File: src/rtl/uart_mem_arbiter.sv
// rtl/uart_mem_arbiter.sv - N-channel UART receive/transmit arbiter sharing the CPU data-memory port
`ifndef DATA_MEM_ADDR_SIZE
`define DATA_MEM_ADDR_SIZE 12
`endif

module uart_mem_arbiter #(
    parameter int NUM_CH      = 2,
    parameter int ADDR_W      = `DATA_MEM_ADDR_SIZE,
    parameter int UART_BASE   = 'h7F0,
    parameter int STAT_BASE   = 'h7F8,
    parameter int RXBUF_BASE  = 'h800,
    parameter int RXBUF_DEPTH = 16
) (
    input  logic                  clk,
    input  logic                  reset_n,
    input  logic [ADDR_W-1:0]     cpuAddress,
    input  logic                  cpuMemRead,
    input  logic                  cpuMemWrite,
    input  logic [7:0]            cpuWriteData,
    output logic [7:0]            cpuReadData,
    output logic                  cpuStall,
    output logic [ADDR_W-1:0]     memAddress,
    output logic [7:0]            memWriteData,
    output logic                  memWrite,
    output logic                  memRead,
    input  logic [7:0]            memReadData,
    input  logic [NUM_CH-1:0]     rxReady,
    input  logic [NUM_CH*8-1:0]   rxData,
    output logic [NUM_CH-1:0]     rxClear,
    input  logic [NUM_CH-1:0]     txBusy,
    output logic [NUM_CH-1:0]     txEnable,
    output logic [7:0]            txData
);
    localparam int CH_W  = (NUM_CH > 1) ? $clog2(NUM_CH) : 1;
    localparam int PTR_W = (RXBUF_DEPTH > 1) ? $clog2(RXBUF_DEPTH) : 1;
    localparam logic [ADDR_W-1:0] UART_LO = ADDR_W'(UART_BASE);
    localparam logic [ADDR_W-1:0] STAT_LO = ADDR_W'(STAT_BASE);
    localparam logic [ADDR_W-1:0] NCH_A   = ADDR_W'(NUM_CH);
    localparam logic [6:0]        DEPTH_C = 7'(RXBUF_DEPTH);
    localparam logic [PTR_W-1:0]  PTR_MAX = PTR_W'(RXBUF_DEPTH - 1);

    typedef enum logic [1:0] {IDLE, WRITE, RECOVER} state_t;

    state_t            state;
    logic [CH_W-1:0]   rr_ptr;
    logic [CH_W-1:0]   gnt_ch;
    logic [7:0]        gnt_byte;
    logic [PTR_W-1:0]  wr_ptr [NUM_CH];
    logic [6:0]        count [NUM_CH];
    logic [6:0]        count_nxt [NUM_CH];
    logic [NUM_CH-1:0] overflow;

    logic [ADDR_W-1:0] uart_off, stat_off, ring_addr;
    logic [CH_W-1:0]   uart_ch, stat_ch, next_ch;
    logic [6:0]        ack_n;
    logic              uart_hit, stat_hit, cpu_mem, tx_req, tx_go, ack;
    logic              ring_write, rx_done, rx_drop;

    function automatic logic [CH_W-1:0] rr_idx(input logic [CH_W-1:0] base, input int k);
        int idx;
        idx = int'(base) + k;
        if (idx >= NUM_CH) idx = idx - NUM_CH;
        return CH_W'(idx);
    endfunction

    // Unsigned offset compare: addresses below a base wrap to large values and miss.
    assign uart_off = cpuAddress - UART_LO;
    assign stat_off = cpuAddress - STAT_LO;
    assign uart_hit = uart_off < NCH_A;
    assign stat_hit = stat_off < NCH_A;
    assign uart_ch  = uart_off[CH_W-1:0];
    assign stat_ch  = stat_off[CH_W-1:0];
    assign ack_n    = {1'b0, cpuWriteData[5:0]};

    assign cpu_mem  = reset_n & (cpuMemRead | cpuMemWrite) & ~uart_hit & ~stat_hit;
    assign tx_req   = reset_n & cpuMemWrite & uart_hit;
    assign tx_go    = tx_req & ~txBusy[uart_ch];
    assign cpuStall = tx_req & txBusy[uart_ch];
    assign ack      = reset_n & cpuMemWrite & stat_hit;

    assign rx_done    = (state == WRITE) & ~cpu_mem;
    assign ring_write = rx_done & (count[gnt_ch] < DEPTH_C);
    assign rx_drop    = rx_done & ~ring_write;
    assign ring_addr  = ADDR_W'(RXBUF_BASE + int'(gnt_ch) * RXBUF_DEPTH + int'(wr_ptr[gnt_ch]));
    assign rxClear    = rx_done ? (NUM_CH'(1) << gnt_ch) : '0;

    always_comb begin
        next_ch = '0;
        for (int k = NUM_CH - 1; k >= 0; k--) begin
            if (rxReady[rr_idx(rr_ptr, k)]) next_ch = rr_idx(rr_ptr, k);
        end
    end

    always_comb begin
        cpuReadData = 8'h00;
        if (reset_n && cpuMemRead) begin
            if (stat_hit)
                cpuReadData = {overflow[stat_ch], 1'b0, count[stat_ch][5:0]};
            else if (!uart_hit)
                cpuReadData = memReadData;
        end
    end

    always_comb begin
        memAddress   = '0;
        memWriteData = 8'h00;
        memWrite     = 1'b0;
        memRead      = 1'b0;
        if (cpu_mem) begin
            memAddress   = cpuAddress;
            memWriteData = cpuWriteData;
            memWrite     = cpuMemWrite;
            memRead      = cpuMemRead;
        end else if (ring_write) begin
            memAddress   = ring_addr;
            memWriteData = gnt_byte;
            memWrite     = 1'b1;
        end
    end

    // The ack is bounded by the pre-increment count, so the result can never wrap.
    always_comb begin
        for (int i = 0; i < NUM_CH; i++) begin
            count_nxt[i] = count[i];
            if (ring_write && gnt_ch == CH_W'(i))
                count_nxt[i] = count_nxt[i] + 7'd1;
            if (ack && stat_ch == CH_W'(i))
                count_nxt[i] = count_nxt[i] - ((ack_n < count[i]) ? ack_n : count[i]);
        end
    end

    always_ff @(posedge clk or negedge reset_n) begin
        if (!reset_n) begin
            state    <= IDLE;
            rr_ptr   <= '0;
            gnt_ch   <= '0;
            gnt_byte <= 8'h00;
            overflow <= '0;
            txData   <= 8'h00;
            txEnable <= '0;
            for (int i = 0; i < NUM_CH; i++) begin
                wr_ptr[i] <= '0;
                count[i]  <= '0;
            end
        end else begin
            txEnable <= '0;
            if (tx_go) begin
                txEnable <= NUM_CH'(1) << uart_ch;
                txData   <= cpuWriteData;
            end

            for (int i = 0; i < NUM_CH; i++) begin
                count[i] <= count_nxt[i];
                if (ack && stat_ch == CH_W'(i) && cpuWriteData[7])
                    overflow[i] <= 1'b0;
                if (rx_drop && gnt_ch == CH_W'(i))
                    overflow[i] <= 1'b1;
            end

            if (ring_write)
                wr_ptr[gnt_ch] <= (wr_ptr[gnt_ch] == PTR_MAX) ? '0 : wr_ptr[gnt_ch] + PTR_W'(1);

            case (state)
                IDLE: begin
                    if (|rxReady) begin
                        gnt_ch   <= next_ch;
                        gnt_byte <= rxData[int'(next_ch) * 8 +: 8];
                        state    <= WRITE;
                    end
                end
                WRITE: begin
                    if (rx_done) begin
                        rr_ptr <= (gnt_ch == CH_W'(NUM_CH - 1)) ? '0 : gnt_ch + CH_W'(1);
                        state  <= RECOVER;
                    end
                end
                RECOVER: state <= IDLE;
                default: state <= IDLE;
            endcase
        end
    end
endmodule

File: config.mk
export PLATFORM = sky130hd
export DESIGN_NAME = uart_mem_arbiter
export DESIGN_NICKNAME = d
export VERILOG_FILES = /design/src/rtl/uart_mem_arbiter.sv
export SDC_FILE = /design/constraint.sdc
export NUM_CORES = 1
export LEC_CHECK = 0
export ABC_CLOCK_PERIOD_IN_PS = 7300
export CORE_MARGIN = 5
export CORE_UTILIZATION = 40
export CTS_CLUSTER_DIAMETER = 40
export DETAILED_ROUTE_END_ITERATION = 10
export HOLD_SLACK_MARGIN = 0.1
export PLACE_DENSITY = 0.68
export SLEW_MARGIN = 10
export SYNTH_ARGS = -nofsm -noshare
export SYNTH_HDL_FRONTEND = slang
export SYNTH_SLANG_ARGS = --single-unit
File: constraint.sdc
create_clock -name clk -period 7.3 [get_ports clk]
set_input_delay 1.095 -clock clk [delete_from_list [all_inputs] [get_ports clk]]
set_output_delay 1.095 -clock clk [all_outputs]
set_load 0.01 [all_outputs]
---- Yosys cells after proc, flatten, opt, wreduce, memory -nomap -nowiden ----
Cells that the tools add are included.
operators by class
  $add $sub $neg .......................... 13
  order comparisons ....................... 14
  eq/ne operators ......................... 4
  shift-type cells ........................ 3
  mux-type cells .......................... 51
  bitwise gates (word level) .............. 21
  reductions and logical operators ........ 17
operators by type and width
  operator                                                               count
  7-bit 2-to-1 mux                                                       9
  8-bit 2-to-1 mux                                                       5
  12-bit by 2-bit < comparator with 1-bit output, second input constant  2
  12-bit 2-to-1 mux                                                      2
  12-bit by 11-bit subtractor with 12-bit output, second input constant  2
  1-bit 2-to-1 mux                                                       20
  4-bit 2-to-1 mux                                                       5
  6-bit 2-to-1 mux                                                       3
  16-bit by 5-bit variable part select with 8-bit output                 1
  7-bit by 1-bit adder with 7-bit output, second input constant          2
  6-bit by 7-bit < comparator with 1-bit output                          2
  7-bit subtractor                                                       2
  12-bit by 4-bit adder with 12-bit output                               1
  12-bit by 5-bit adder with 12-bit output, first input constant         1
  1-bit AND                                                              11
  1-bit logical AND                                                      10
  8-bit bitwise mux                                                      1
  1-bit by 2-bit < comparator with 1-bit output, second input constant   4
  2-bit 2-to-1 mux                                                       4
  7-bit by 5-bit < comparator with 1-bit output, second input constant   1
  1-bit inverter                                                         7
  2-bit greater-or-equal comparator, second input constant               3
  2-bit AND reduction                                                    3
  4-bit by 1-bit adder with 4-bit output, second input constant          1
  16 further kinds                                                       21
word-level totals
  register bits ........................... 46
  input port bits ......................... 52
  output and inout port bits .............. 43
  logic and storage cells ................. 135

---- Depth between registers and ports, before layout ----
  depth in word-level cells ............... 12
  mapped depth ............................ 16
  depth with buffers taken out ............ 16

---- Least setup slack after synthesis ----
Ideal clock, no wire load.
  kind .................................... in2reg
  from .................................... input port cpuAddress[3]
  to ...................................... register count[6] (netlist bit)
  setup time .............................. 0.080 ns
  data arrival time ....................... 4.265 ns
  required time ........................... 7.220 ns
  setup slack ............................. 2.955 ns
  cell stages on the path ................. 14
  buffers on the path ..................... 0
  cells stage by stage .................... ha_1 -> nand2b_1 -> nor4_1 -> o311ai_2 -> o21a_4 -> nor3_4 -> mux2_4 -> fa_1 -> a21o_1 -> a21oi_1 -> nor2b_1 -> o21a_1 -> nor3_1 -> xnor2_1
RTL lines
  item                           line  RTL
  start, declared                16    input logic [ADDR_W-1:0] cpuAddress,
  end signal, assigned by index  153   count[i] <= count_nxt[i];
  end, declared                  49    logic [6:0] count [NUM_CH];

---- Final worst setup path ----
  from .................................... input port cpuAddress[3]
  to ...................................... output port cpuReadData[3]
between the ends
  longest elaborated chain between the ends .. 5
  elaborated cells on any way between the ends .. 7
  those cells by class .................... add/sub: 2; order compare: 2; mux: 3
RTL lines
  item                                            line  RTL
  12-bit by 11-bit subtractor with 12-bit output  67    assign uart_off = cpuAddress - UART_LO;
  12-bit by 2-bit < comparator with 1-bit output  69    assign uart_hit = uart_off < NCH_A;
  8-bit 2-to-1 mux                                99    else if (!uart_hit)
  8-bit 2-to-1 mux *                              97    if (stat_hit)
  8-bit 2-to-1 mux *                              96    if (reset_n && cpuMemRead) begin
  end, declared                                   20    output logic [7:0] cpuReadData,
Every way passes the cells marked *; elsewhere a longest branch is shown, timed or not.

==> results_dict.tcl <==
set metrics [dict create \
    gp_congestion 0.8429 \
    fin_cells 573 \
    max_freq_mhz 182.9 \
    ys_types 48 \
    num_io_pins 95 \
    layout-drive-gt1-share_pct 10.75 \
    synth_nets 455 \
    synth_seq_area_share_pct 32.21 \
    drtAntennaViolNets 0 \
    placed_area_um2 4607 \
    total_power_mw 0.7460 \
    first_global_vias 3242 \
    syn_area_um2 3573 \
    synth-main-ff-cell "dfrtp_1" \
    routed_wl_mm 9.912 \
    hold_path.class "register to register" \
    grt_pass1_wl_mm 16.57 \
    powerDensity_nw_per_um2 158.0 \
    hpwl_mm 7.631 \
    clkLatencyLatePin_ps 300 \
    setup_tns_ps 0 \
    start_kind "input pin" \
    slew_viol_final 0 \
    grt_max_degree 47 \
    synthToLayoutAreaGrowth_pct 32.11 \
    crit_type "input pin to output port" \
    clock-sinks 46 \
    slowest_stage "nor3_1" \
    min_from "wr_ptr[2]" \
    seq_power_share_pct 42.9 \
    yosysWarningCount 0 \
    r2r-end "count[13]" \
    r2r_start "count[8]" \
    p_clk_share_pct 26.1 \
    portBuffers 94 \
    fin_util_pct 54.13 \
    cp.arrival_ps 4370 \
    hold_viol_final 0 \
    vdd_drop_max_uv 107.1 \
    drtPass1Iterations 4 \
    cts_root_buf "clkbuf_8" \
    initial_core_util_pct 40.98 \
    rows 34 \
    r2r_cells 16 \
    hold_path_depth 1 \
    cts_buffer_depth 2 \
    hold_buffers 0 \
    internal_power_mw 0.5015 \
    swShare_pct 32.77 \
    synth_area_per_cell_um2 9.529 \
    drv_cap 0 \
    clkTransAtPathRegs_ps 90 \
    critPathCaptureType "output port" \
    drt_iter0_drc 131 \
    finalSetupViolations 0 \
    status "completed" \
    r2r_setup_slack_ps 3570 \
    place_inst 565 \
    min_period_ps 5467 \
    path_cells "clkdlybuf4s50_1 > ha_1 > nand2b_1 > nor4_1 > o311ai_2 > nor3_1 > a21oi_1 > a21oi_1 > clkdlybuf4s50_1" \
    cts_made_buffers 5 \
    die_x_um 104.5 \
    drt_drc_violations_left 0 \
    diodes 0 \
    critPathMaxFanout 7 \
    hold_slack_ps 487.0 \
    fin_nets 544 \
    die-height_um 104.5 \
    slowest_delay_ps 840 \
    setup_slack_ps 1833 \
    skew_ps 5.233 \
    place_ws_ps 1848 \
    path_delay_family "simple AND/OR/NAND/NOR gates" \
    worstSetupStartpoint "cpuAddress[3]" \
    viasPerCell 5.321 \
    final_area_um2 4721 \
    synthArstFlopShare_pct 100.0 \
    worstHoldEndpoint "wr_ptr[2]" \
    ys_seq_elements 46 \
    most-common-layout-cells "clkdlybuf4s50_1, dfrtp_1, mux2i_1" \
    antenna_found_initial 0 \
    max_slew.worst_pin.slew_ps 1146 \
    post-cts-setup-buffers 0 \
    synth_edf_count 0 \
    h-tree-depth 2 \
    rsz0062_at_grt "no" \
    path_buf_inv 2 \
    cts_tree "done" \
    p_leak_nw 2.052 \
    cts-resized-gates 0 \
    grt.overflow.total 0 \
    vias 3049 \
    synth_cells 375 \
    die_area_um2 10920 \
    coreArea_um2 8721 \
    p_comb_share_pct 31.0 \
    fin_crit_sh_pct 74.88 \
    final_common_cell "clkdlybuf4s50_1" \
    p_sw_mw 0.2445 \
    relSlewSlack_pct 22.94 \
    grt.total_usage_pct 18.32 \
    required_ps 6200 \
    avgRoutedWirePerCell_um 17.30 \
]
-- logic make-up after synthesis --
group	synth area share [%]
XOR/XNOR	5.392
multiplexers	17.65
adder cells (fa/ha/maj)	10.22
AO/OA/AOI/OAI	14.08
flip-flops	32.21
buffers and inverters	3.711
AND/OR/NAND/NOR	16.74
-- area by class of cell --
class,count,area (µm²)
inverters,20,75.07
multi-input cells,295,2295
clock buffers,5,68.82
flip-flops and latches,46,1151
fillers,805,4000
well taps,108,135.1
clock inverters,3,45.04
repair buffers,96,950.9
-- routing by layer --
layer	global-route usage (%)	up-vias	part of all wire [%]
li1	-	1515	-
met3	2.669	10	4.3
met2	30.90	76	48
met4	4.810	0	1.3
met1	24.56	1448	46
met5	0	-	0
-- cells in the mapped netlist, types with 5 or more instances --
cell      instances  area [µm²]
dfrtp_1          46        1151
mux2i_1          33       330.3
nand2_1          32       120.1
a21oi_1          29       145.1
ha_1             26       325.3
mux2_2           24       270.3
inv_1            20       75.07
nor2_1           19       71.32
a21o_1           16       120.1
o21ai_0          16       80.08
xnor2_1          12       105.1
xor2_1           10       87.58
clkbuf_1          9       33.78
and2_1            8       50.05
nor3_1            8       40.04
nand3_1           7       35.03
a31oi_1           5       31.28
-- state kept, by name, summed over array words and instances, names as in the netlist --
register  count
txEnable      2
gnt_ch        1
txData        8
wr_ptr        8
count        14
state         2
gnt_byte      8
overflow      2
rr_ptr        1
-- power by group through the flow --
stage,combinational (mW),sequential (mW),clock (mW)
finish,0.231,0.320,0.195
global route,0.260,0.324,0.210
CTS,0.234,0.319,0.199
detailed placement,0.232,0.325,0
global placement,0.226,0.324,0
floorplan,0.150,0.308,0
-- worst max-delay path by stage --
stage	endpoint	slack [ps]	cells past startpoint
after detailed placement	cpuReadData[4]	1850	9
after floorplan	count[6]	2950	14
after global placement	cpuReadData[7]	1980	9
after CTS	cpuReadData[3]	1820	9
final	cpuReadData[3]	1830	9
after global routing	cpuReadData[3]	1600	9
(Power assumes the default switching activity.)
